==> config.mk <==
export PLATFORM = sky130hd
export DESIGN_NAME = pippo_div_iter
export DESIGN_NICKNAME = d
export VERILOG_FILES = /design/src/rtl/pippo_div_iter.sv
export SDC_FILE = /design/constraint.sdc
export NUM_CORES = 1
export LEC_CHECK = 0
export ABC_AREA = 1
export BUFFER_PORTS_ARGS = -buffer_cell sky130_fd_sc_hd__buf_2
export CAP_MARGIN = 40
export CORE_MARGIN = 1.5
export CORE_UTILIZATION = 55
export DETAILED_ROUTE_END_ITERATION = 12
export PLACE_DENSITY_LB_ADDON = 0.12
export SLEW_MARGIN = 15
export SYNTH_ARGS = -nofsm -noshare
export SYNTH_HDL_FRONTEND = slang
export SYNTH_SLANG_ARGS = --single-unit
export TNS_END_PERCENT = 100
==> constraint.sdc <==
create_clock -name clk -period 3.6 [get_ports clk]
set_input_delay 0.72 -clock clk [delete_from_list [all_inputs] [get_ports clk]]
set_output_delay 0.72 -clock clk [all_outputs]
set_load 0.05 [all_outputs]
==> src/rtl/pippo_div_iter.sv <==
// Iterative non-restoring radix-2 divider: Z_WIDTH-bit dividend by D_WIDTH-bit divisor,
// signed or unsigned, one quotient bit per cycle, with divide-by-zero and overflow flags.
module pippo_div_iter #(
  parameter int Z_WIDTH = 64,
  parameter int D_WIDTH = Z_WIDTH / 2
) (
  input  logic               clk,
  input  logic               rst_n,
  input  logic               start,
  input  logic               sgn,
  input  logic [Z_WIDTH-1:0] z,
  input  logic [D_WIDTH-1:0] d,
  output logic               busy,
  output logic               done,
  output logic [D_WIDTH-1:0] q,
  output logic [D_WIDTH-1:0] s,
  output logic               div0,
  output logic               ovf
);

  localparam int P_WIDTH = Z_WIDTH + 1;
  localparam logic [D_WIDTH-1:0] Q_NEG_MAX = {1'b1, {(D_WIDTH-1){1'b0}}};
  localparam logic [D_WIDTH-1:0] CNT_LOAD  = D_WIDTH'(D_WIDTH - 1);

  typedef enum logic [2:0] {IDLE, PREP, CALC, FIX, DONE} state_t;

  state_t state_q, state_d;

  logic [Z_WIDTH-1:0] z_r;
  logic [D_WIDTH-1:0] d_r;
  logic               sgn_r;
  logic [P_WIDTH-1:0] pr;
  logic [D_WIDTH-1:0] dmag_r;
  logic [D_WIDTH-1:0] q_acc;
  logic [D_WIDTH-1:0] s_acc;
  logic [D_WIDTH-1:0] cnt;
  logic               q_neg;
  logic               r_neg;

  logic               z_neg, d_neg;
  logic [Z_WIDTH-1:0] z_mag;
  logic [D_WIDTH-1:0] d_mag;
  logic               prep_div0, prep_ovf;
  logic [P_WIDTH-1:0] div_al;
  logic [P_WIDTH-1:0] pr_sh;
  logic [P_WIDTH-1:0] pr_nxt;
  logic [D_WIDTH-1:0] r_mag;
  logic               fix_ovf;

  assign z_neg  = sgn_r & z_r[Z_WIDTH-1];
  assign d_neg  = sgn_r & d_r[D_WIDTH-1];
  assign z_mag  = z_neg ? -z_r : z_r;
  assign d_mag  = d_neg ? -d_r : d_r;

  assign prep_div0 = (d_r == '0);
  assign prep_ovf  = (z_mag[Z_WIDTH-1:D_WIDTH] >= d_mag);

  // The shift may wrap the top bit, but every add/sub result fits the register, so the
  // modular sum is exact and only the post-add value is ever inspected.
  assign div_al = {1'b0, dmag_r, {D_WIDTH{1'b0}}};
  assign pr_sh  = {pr[P_WIDTH-2:0], 1'b0};
  assign pr_nxt = pr[P_WIDTH-1] ? (pr_sh + div_al) : (pr_sh - div_al);

  // Low half of pr is all zeros after the last shift, so correction only touches the top.
  assign r_mag  = pr[P_WIDTH-1] ? (pr[Z_WIDTH-1:D_WIDTH] + dmag_r) : pr[Z_WIDTH-1:D_WIDTH];

  assign fix_ovf = sgn_r & (q_neg ? (q_acc > Q_NEG_MAX) : q_acc[D_WIDTH-1]);

  // NOTE: every variable written in an always_comb gets a default first; a path that
  // leaves one unassigned would infer a latch.
  always_comb begin
    state_d = state_q;
    busy    = 1'b0;
    unique case (state_q)
      IDLE: if (start) state_d = PREP;
      PREP: begin
        busy = 1'b1;
        if (prep_div0 || prep_ovf) state_d = DONE;
        else                       state_d = CALC;
      end
      CALC: begin
        busy = 1'b1;
        if (cnt == '0) state_d = FIX;
      end
      FIX: begin
        busy    = 1'b1;
        state_d = DONE;
      end
      DONE:    state_d = IDLE;
      default: state_d = IDLE;
    endcase
  end

  // NOTE: sequential state uses non-blocking assignments so every register samples the
  // pre-edge values of the others, independent of statement order.
  always_ff @(posedge clk or negedge rst_n) begin
    if (!rst_n) state_q <= IDLE;
    else        state_q <= state_d;
  end

  always_ff @(posedge clk or negedge rst_n) begin
    if (!rst_n) begin
      z_r    <= '0;
      d_r    <= '0;
      sgn_r  <= 1'b0;
      pr     <= '0;
      dmag_r <= '0;
      q_acc  <= '0;
      s_acc  <= '0;
      cnt    <= '0;
      q_neg  <= 1'b0;
      r_neg  <= 1'b0;
      done   <= 1'b0;
      q      <= '0;
      s      <= '0;
      div0   <= 1'b0;
      ovf    <= 1'b0;
    end else begin
      done <= 1'b0;
      unique case (state_q)
        IDLE: begin
          if (start) begin
            z_r   <= z;
            d_r   <= d;
            sgn_r <= sgn;
            div0  <= 1'b0;
            ovf   <= 1'b0;
          end
        end
        PREP: begin
          pr     <= {1'b0, z_mag};
          dmag_r <= d_mag;
          q_neg  <= z_neg ^ d_neg;
          r_neg  <= z_neg;
          q_acc  <= '0;
          cnt    <= CNT_LOAD;
          if (prep_div0)     div0 <= 1'b1;
          else if (prep_ovf) ovf  <= 1'b1;
        end
        CALC: begin
          pr    <= pr_nxt;
          q_acc <= {q_acc[D_WIDTH-2:0], ~pr_nxt[P_WIDTH-1]};
          if (cnt != '0) cnt <= cnt - D_WIDTH'(1);
        end
        FIX: begin
          ovf   <= fix_ovf;
          q_acc <= q_neg ? -q_acc : q_acc;
          s_acc <= r_neg ? -r_mag : r_mag;
        end
        DONE: begin
          done <= 1'b1;
          q    <= (div0 || ovf) ? '0 : q_acc;
          s    <= (div0 || ovf) ? '0 : s_acc;
        end
        default: ;
      endcase
    end
  end

endmodule

# --- Word level (Yosys, flattened, before mapping) ---
# Cells that the tools add are included.
word_totals:
  register_bits: 362
  in_bits: 100
  output_inout_bits: 68
  word_cells: 84
op_classes:
  addsub: 8
  order_cmp: 2
  eq_ne: 11
  n_mux: 25
  n_bitwise: 5
  reduce_logical: 17
ops:
  columns: ["cell", "n"]
  rows:
  - ["32-bit two-way mux", 7]
  - ["65-bit case mux with 2 select lines", 1]
  - ["32-bit negation", 3]
  - ["32-bit case mux with 3 select lines", 1]
  - ["65-bit by 64-bit adder with 65-bit output", 1]
  - ["65-bit two-way mux", 1]
  - ["65-bit by 64-bit subtractor with 65-bit output", 1]
  - ["32-bit logical NOT", 2]
  - ["64-bit two-way mux", 1]
  - ["64-bit negation", 1]
  - ["32-bit case mux with 2 select lines", 1]
  - ["32-bit adder", 1]
  - ["32-bit >= comparator", 1]
  - ["32-bit > comparator, second input constant", 1]
  - ["32-bit nonzero test", 1]
  - ["32-bit by 1-bit subtractor with 32-bit output, second input constant", 1]
  - ["2-bit != test, second input constant", 7]
  - ["3-bit case mux with 4 select lines", 1]
  - ["3-bit two-way mux", 3]
  - ["2-bit AND reduction", 4]
  - ["1-bit two-way mux", 7]
  - ["3-bit by 2-bit == test with 1-bit output, second input constant", 2]
  - ["3-bit nonzero test", 2]
  - ["4-bit AND reduction", 1]
  - ["other kinds (12)", 16]

# --- Longest topological paths before layout ---
logic_depth:
  depth_word: 6
  depth_mapped: 29
  depth_no_buf: 29

# --- Worst setup path after synthesis ---
# OpenSTA, ideal clock, no wires.
synth_path:
  path_kind: "reg-to-reg"
  from: "reg dmag_r[1]"
  to: "reg pr[64]"
  setup_ns: 0.066
  arrival_time_ns: 3.438
  t_required_ns: 3.534
  setup_slack_ns: 0.096
  path_stages_with_launch: 22
  n_path_buf: 0
  synth_period_minus_slack_ns: 3.504
  cell_sequence: "dfrtp_1 -> inv_1 -> ha_1 -> nand3_1 -> nor3_1 -> nand2_1 -> nor3_1 -> nand3_1 -> nor3_1 -> a31oi_1 -> xor2_1 -> ha_1 -> nand2_1 -> nor4_1 -> nand3_1 -> nand3_1 -> a21oi_1 -> o21ai_0 -> inv_1 -> nand2_1 -> nand3_1 -> nand2_1"
synth_via:
  elab_chain_cells: 3
  elab_cells_between_ends: 4
  cone_classes: "2 x add/sub; 2 x mux"
synth_lines:
  columns: ["element", "line", "source"]
  rows:
  - ["from (decl)", "33", "logic [D_WIDTH-1:0] dmag_r;"]
  - ["from (signal assigned)", "132", "dmag_r <= d_mag;"]
  - ["65-bit by 64-bit subtractor with 65-bit output or 65-bit by 64-bit adder with 65-bit output (tied branches)", "62", "assign pr_nxt = pr[P_WIDTH-1] ? (pr_sh + div_al) : (pr_sh - div_al);"]
  - ["65-bit two-way mux (*)", "62", null]
  - ["65-bit case mux with 2 select lines (*)", "120", "unique case (state_q)"]
  - ["to (signal assigned)", "131", "pr <= {1'b0, z_mag};"]
  - ["to (signal assigned)", "141", "pr <= pr_nxt;"]
  - ["to (decl)", "32", "logic [P_WIDTH-1:0] pr;"]
# Every way passes the cells marked *; elsewhere a longest branch is shown, timed or not.
# A chain may end at the register's enable or synchronous reset.

# --- Worst setup path after layout ---
layout_path:
  from: "reg z_r[0]"
  to: "reg ovf"
layout_via:
  elab_chain_cells: 5
layout_lines:
  columns: ["element", "line", "source"]
  rows:
  - ["from (decl)", "29", "logic [Z_WIDTH-1:0] z_r;"]
  - ["from (signal assigned)", "123", "z_r <= z;"]
  - ["64-bit negation", "52", "assign z_mag = z_neg ? -z_r : z_r;"]
  - ["64-bit two-way mux", "52", null]
  - ["32-bit >= comparator", "56", "assign prep_ovf = (z_mag[Z_WIDTH-1:D_WIDTH] >= d_mag);"]
  - ["2-bit != test (no source line)", null, null]
  - ["4-bit AND reduction (no source line)", null, null]
  - ["to (signal assigned)", "146", "ovf <= fix_ovf;"]
  - ["to (decl)", "18", "output logic ovf"]
# No other way between the ends.

==> results.sh <==
export IMPL_reg2reg_from="z_r[0]"
export IMPL_cts_buffers=41
export IMPL_synth_cell_types=56
export IMPL_cts_hold_buf=0
export IMPL_clkSlewWorstSetupHoldPaths_ns=0.07
export IMPL_die_h_um=215
export IMPL_viasPerCell=5.52
export IMPL_worstPathRequired_ns=4.10
export IMPL_fin_tns_setup_ns=-0.0729
export IMPL_max_freq_ghz=0.273
export IMPL_synth_most_common_cell="nand2_1"
export IMPL_violations="negative setup slack"
export IMPL_status="finished, violations left"
export IMPL_maxCapViolCount=0
export IMPL_die_area_mm2=0.0464
export IMPL_crit_arrival_ns=4.17
export IMPL_antenna_found_initial=0
export IMPL_synthTopCellsByCount="nand2_1, inv_1, dfrtp_1"
export IMPL_slew_viol_final=0
export IMPL_crit_type="reg -> reg"
export IMPL_syn_area_mm2=0.0248
export IMPL_seq_area_frac_synth=0.365
export IMPL_ys_warn_count=0
export IMPL_r2r_cells=29
export IMPL_syn_num_nets=3759
export IMPL_postRouteAntennaNets=0
export IMPL_critPathMostFrequentCell="nand2_1"
export IMPL_synth_top_cell_area_share=0.365
export IMPL_tightestPinTransition_ns=0.887
export IMPL_synthTopCellsByArea="dfrtp_1, nand2_1, inv_1"
export IMPL_setup_slack_ns=-0.0645
export IMPL_hp_class="in -> async"
export IMPL_syn_to_final_growth_pct=20.8
export IMPL_worstSetupStartpointType="register"
export IMPL_clk_path_buf_depth=3
export IMPL_synth_ff_type="dfrtp_1"
export IMPL_num_antenna_cells=0
export IMPL_hold_viol=0
export IMPL_start_util=0.559
export IMPL_rsz0062_at_grt="true"
export IMPL_io_pins=168
export IMPL_core_mm2=0.0444
export IMPL_grt_max_degree=130
export IMPL_routabilityCongestion=0.974
export IMPL_cp_slowest_cell="dfrtp_1"
export IMPL_final_nets=4076
export IMPL_holdWs_ns=0.0987
export IMPL_rows=77
export IMPL_async_reset_ff_frac=1.00
export IMPL_avgSynthCellArea_um2=6.98
export IMPL_setup_violations=2
export IMPL_clockRootBuffer="clkbuf_16"
export IMPL_skew_ns=0.0234
export IMPL_cts_sinks=362
export IMPL_crit_buf_inv=4
export IMPL_synth_edff_count=0
export IMPL_grt_usage=0.335
export IMPL_syn_inst=3556
export IMPL_htree_levels=2
export IMPL_ys_ff_latch=362
export IMPL_die_w_um=215
export IMPL_final_layout_size_suffix_gt1_frac=0.175
export IMPL_critPathCaptureType="register"
export IMPL_grt_pass1_wl_um=125000
export IMPL_io_buffers=167
export IMPL_dp_hpwl_um=59400
export IMPL_regToRegSetupSlack_ns=-0.06
export IMPL_grt_overflow=0
export IMPL_grt_pass1_vias=24100
export IMPL_cp_slowest_stage_delay_ns=0.39
export IMPL_drc_errors=0
export IMPL_fin_crit_ns=3.66
export IMPL_timing_rr_end="ovf"
export IMPL_drt_wl_total_um=77900
export IMPL_finalCritPeriodShare=1.02
export IMPL_num_vias=24800
export IMPL_synth_area_leader_cell="dfrtp_1"
export IMPL_dr_pass1_iters=6
export IMPL_crit_family="simple AND/OR/NAND/NOR gates"
export IMPL_drt_iter0_drc=2068
export IMPL_avgRoutedWirePerCell_um=17.3
export IMPL_insertion_delay_ns=0.59
export IMPL_worstPathMaxFanout=3
export IMPL_cts_tree="built"
export IMPL_slew_headroom=0.408
## through the flow
step,util,instance area [µm²],setup slack (ns),cells
after detailed placement,0.619,27500,-0.360,4384
after floorplan,-,24800,0.0965,3556
after global placement,0.619,27500,-0.204,4384
final,0.676,30000,-0.0645,4497
after CTS,0.664,29500,-0.0299,4479
after global routing,0.676,30000,-0.278,4497
## logic make-up (layout without fill, tap and decap cells)
logic type	after synthesis	after routing	share of synthesized area
compound gates	592	592	0.137
xor+xnor	141	141	0.0500
fa+ha+maj	103	103	0.0525
buf+inv	612	961	0.0929
flops	362	362	0.365
simple gates	1746	1746	0.303
## per-layer routing
metal	vias up	part of all wire	GRT usage
li1	12200	-	-
met1	11700	0.44	0.455
met2	840	0.47	0.557
met3	130	0.058	0.0421
met4	0	0.030	0.106
met5	-	0	0
## area by class of cell
class / count / area (µm²)
repair buffers: 386 / 2640
fillers: 3884 / 14400
flip-flops and latches: 362 / 9060
well taps: 592 / 741
multi-input cells: 2582 / 14300
inverters: 500 / 1880
clock buffers: 54 / 1190
clock inverters: 21 / 231
## timing repair
item	4_1_cts	5_1_grt
hold endpoints to repair	0	0
setup endpoints to repair	16	19
resized for setup	93	95
pin swaps	40	50
setup buffers	22	20
## flip-flops by register name (all words and copies together), names as in the netlist, 3 cells and up
name,count
s_acc,32
d_r,32
cnt,32
q,32
z_r,64
q_acc,32
dmag_r,32
pr,65
state_q,3
s,32
## cell usage in the layout (no fill, tap or decap), types with 10 or more instances in the layout
cell       synthesis  layout
or2_2             23      21
o21ai_0          291     277
o211ai_1          28      28
dfrtp_1          362     360
ha_1             101      93
buf_4              0     198
nand4_1           39      39
nor4_1            20      16
o21ai_1           14      23
nand2_2           16      29
nor2_2            19      21
o22ai_1           10      10
o31ai_1           10      10
buf_6              0      13
o21bai_1          12      11
a21o_1            11      11
xnor2_1           30      30
o221ai_1          22      22
nor3_1            58      49
a22oi_1           15      15
xor2_1           110     100
nor3_4             2      10
a21oi_2            0      10
nand2_1          940     919
nor2_4             8      20
nor2_1           321     307
a31oi_1           11      10
a21oi_1          133     119
inv_2             15      25
nand3_1          268     256
o21a_1            11      11
buf_2              8     166
clkbuf_16          0      42
inv_1            483     472
## how the worst max path moves through the flow
stage	startpoint	endpoint	slack (ns)	cells past startpoint
global route	z_r[0]	ovf	-0.28	28
global placement	z_r[1]	ovf	-0.20	29
floorplan	dmag_r[1]	pr[64]	0.1	21
CTS	dmag_r[1]	pr[62]	-0.03	24
finish	z_r[0]	ovf	-0.06	29
detailed placement	dmag_r[1]	pr[64]	-0.36	24
Power is not shown: default switching activity piles up to over one toggle a cycle in this logic, so the estimate is an artifact.
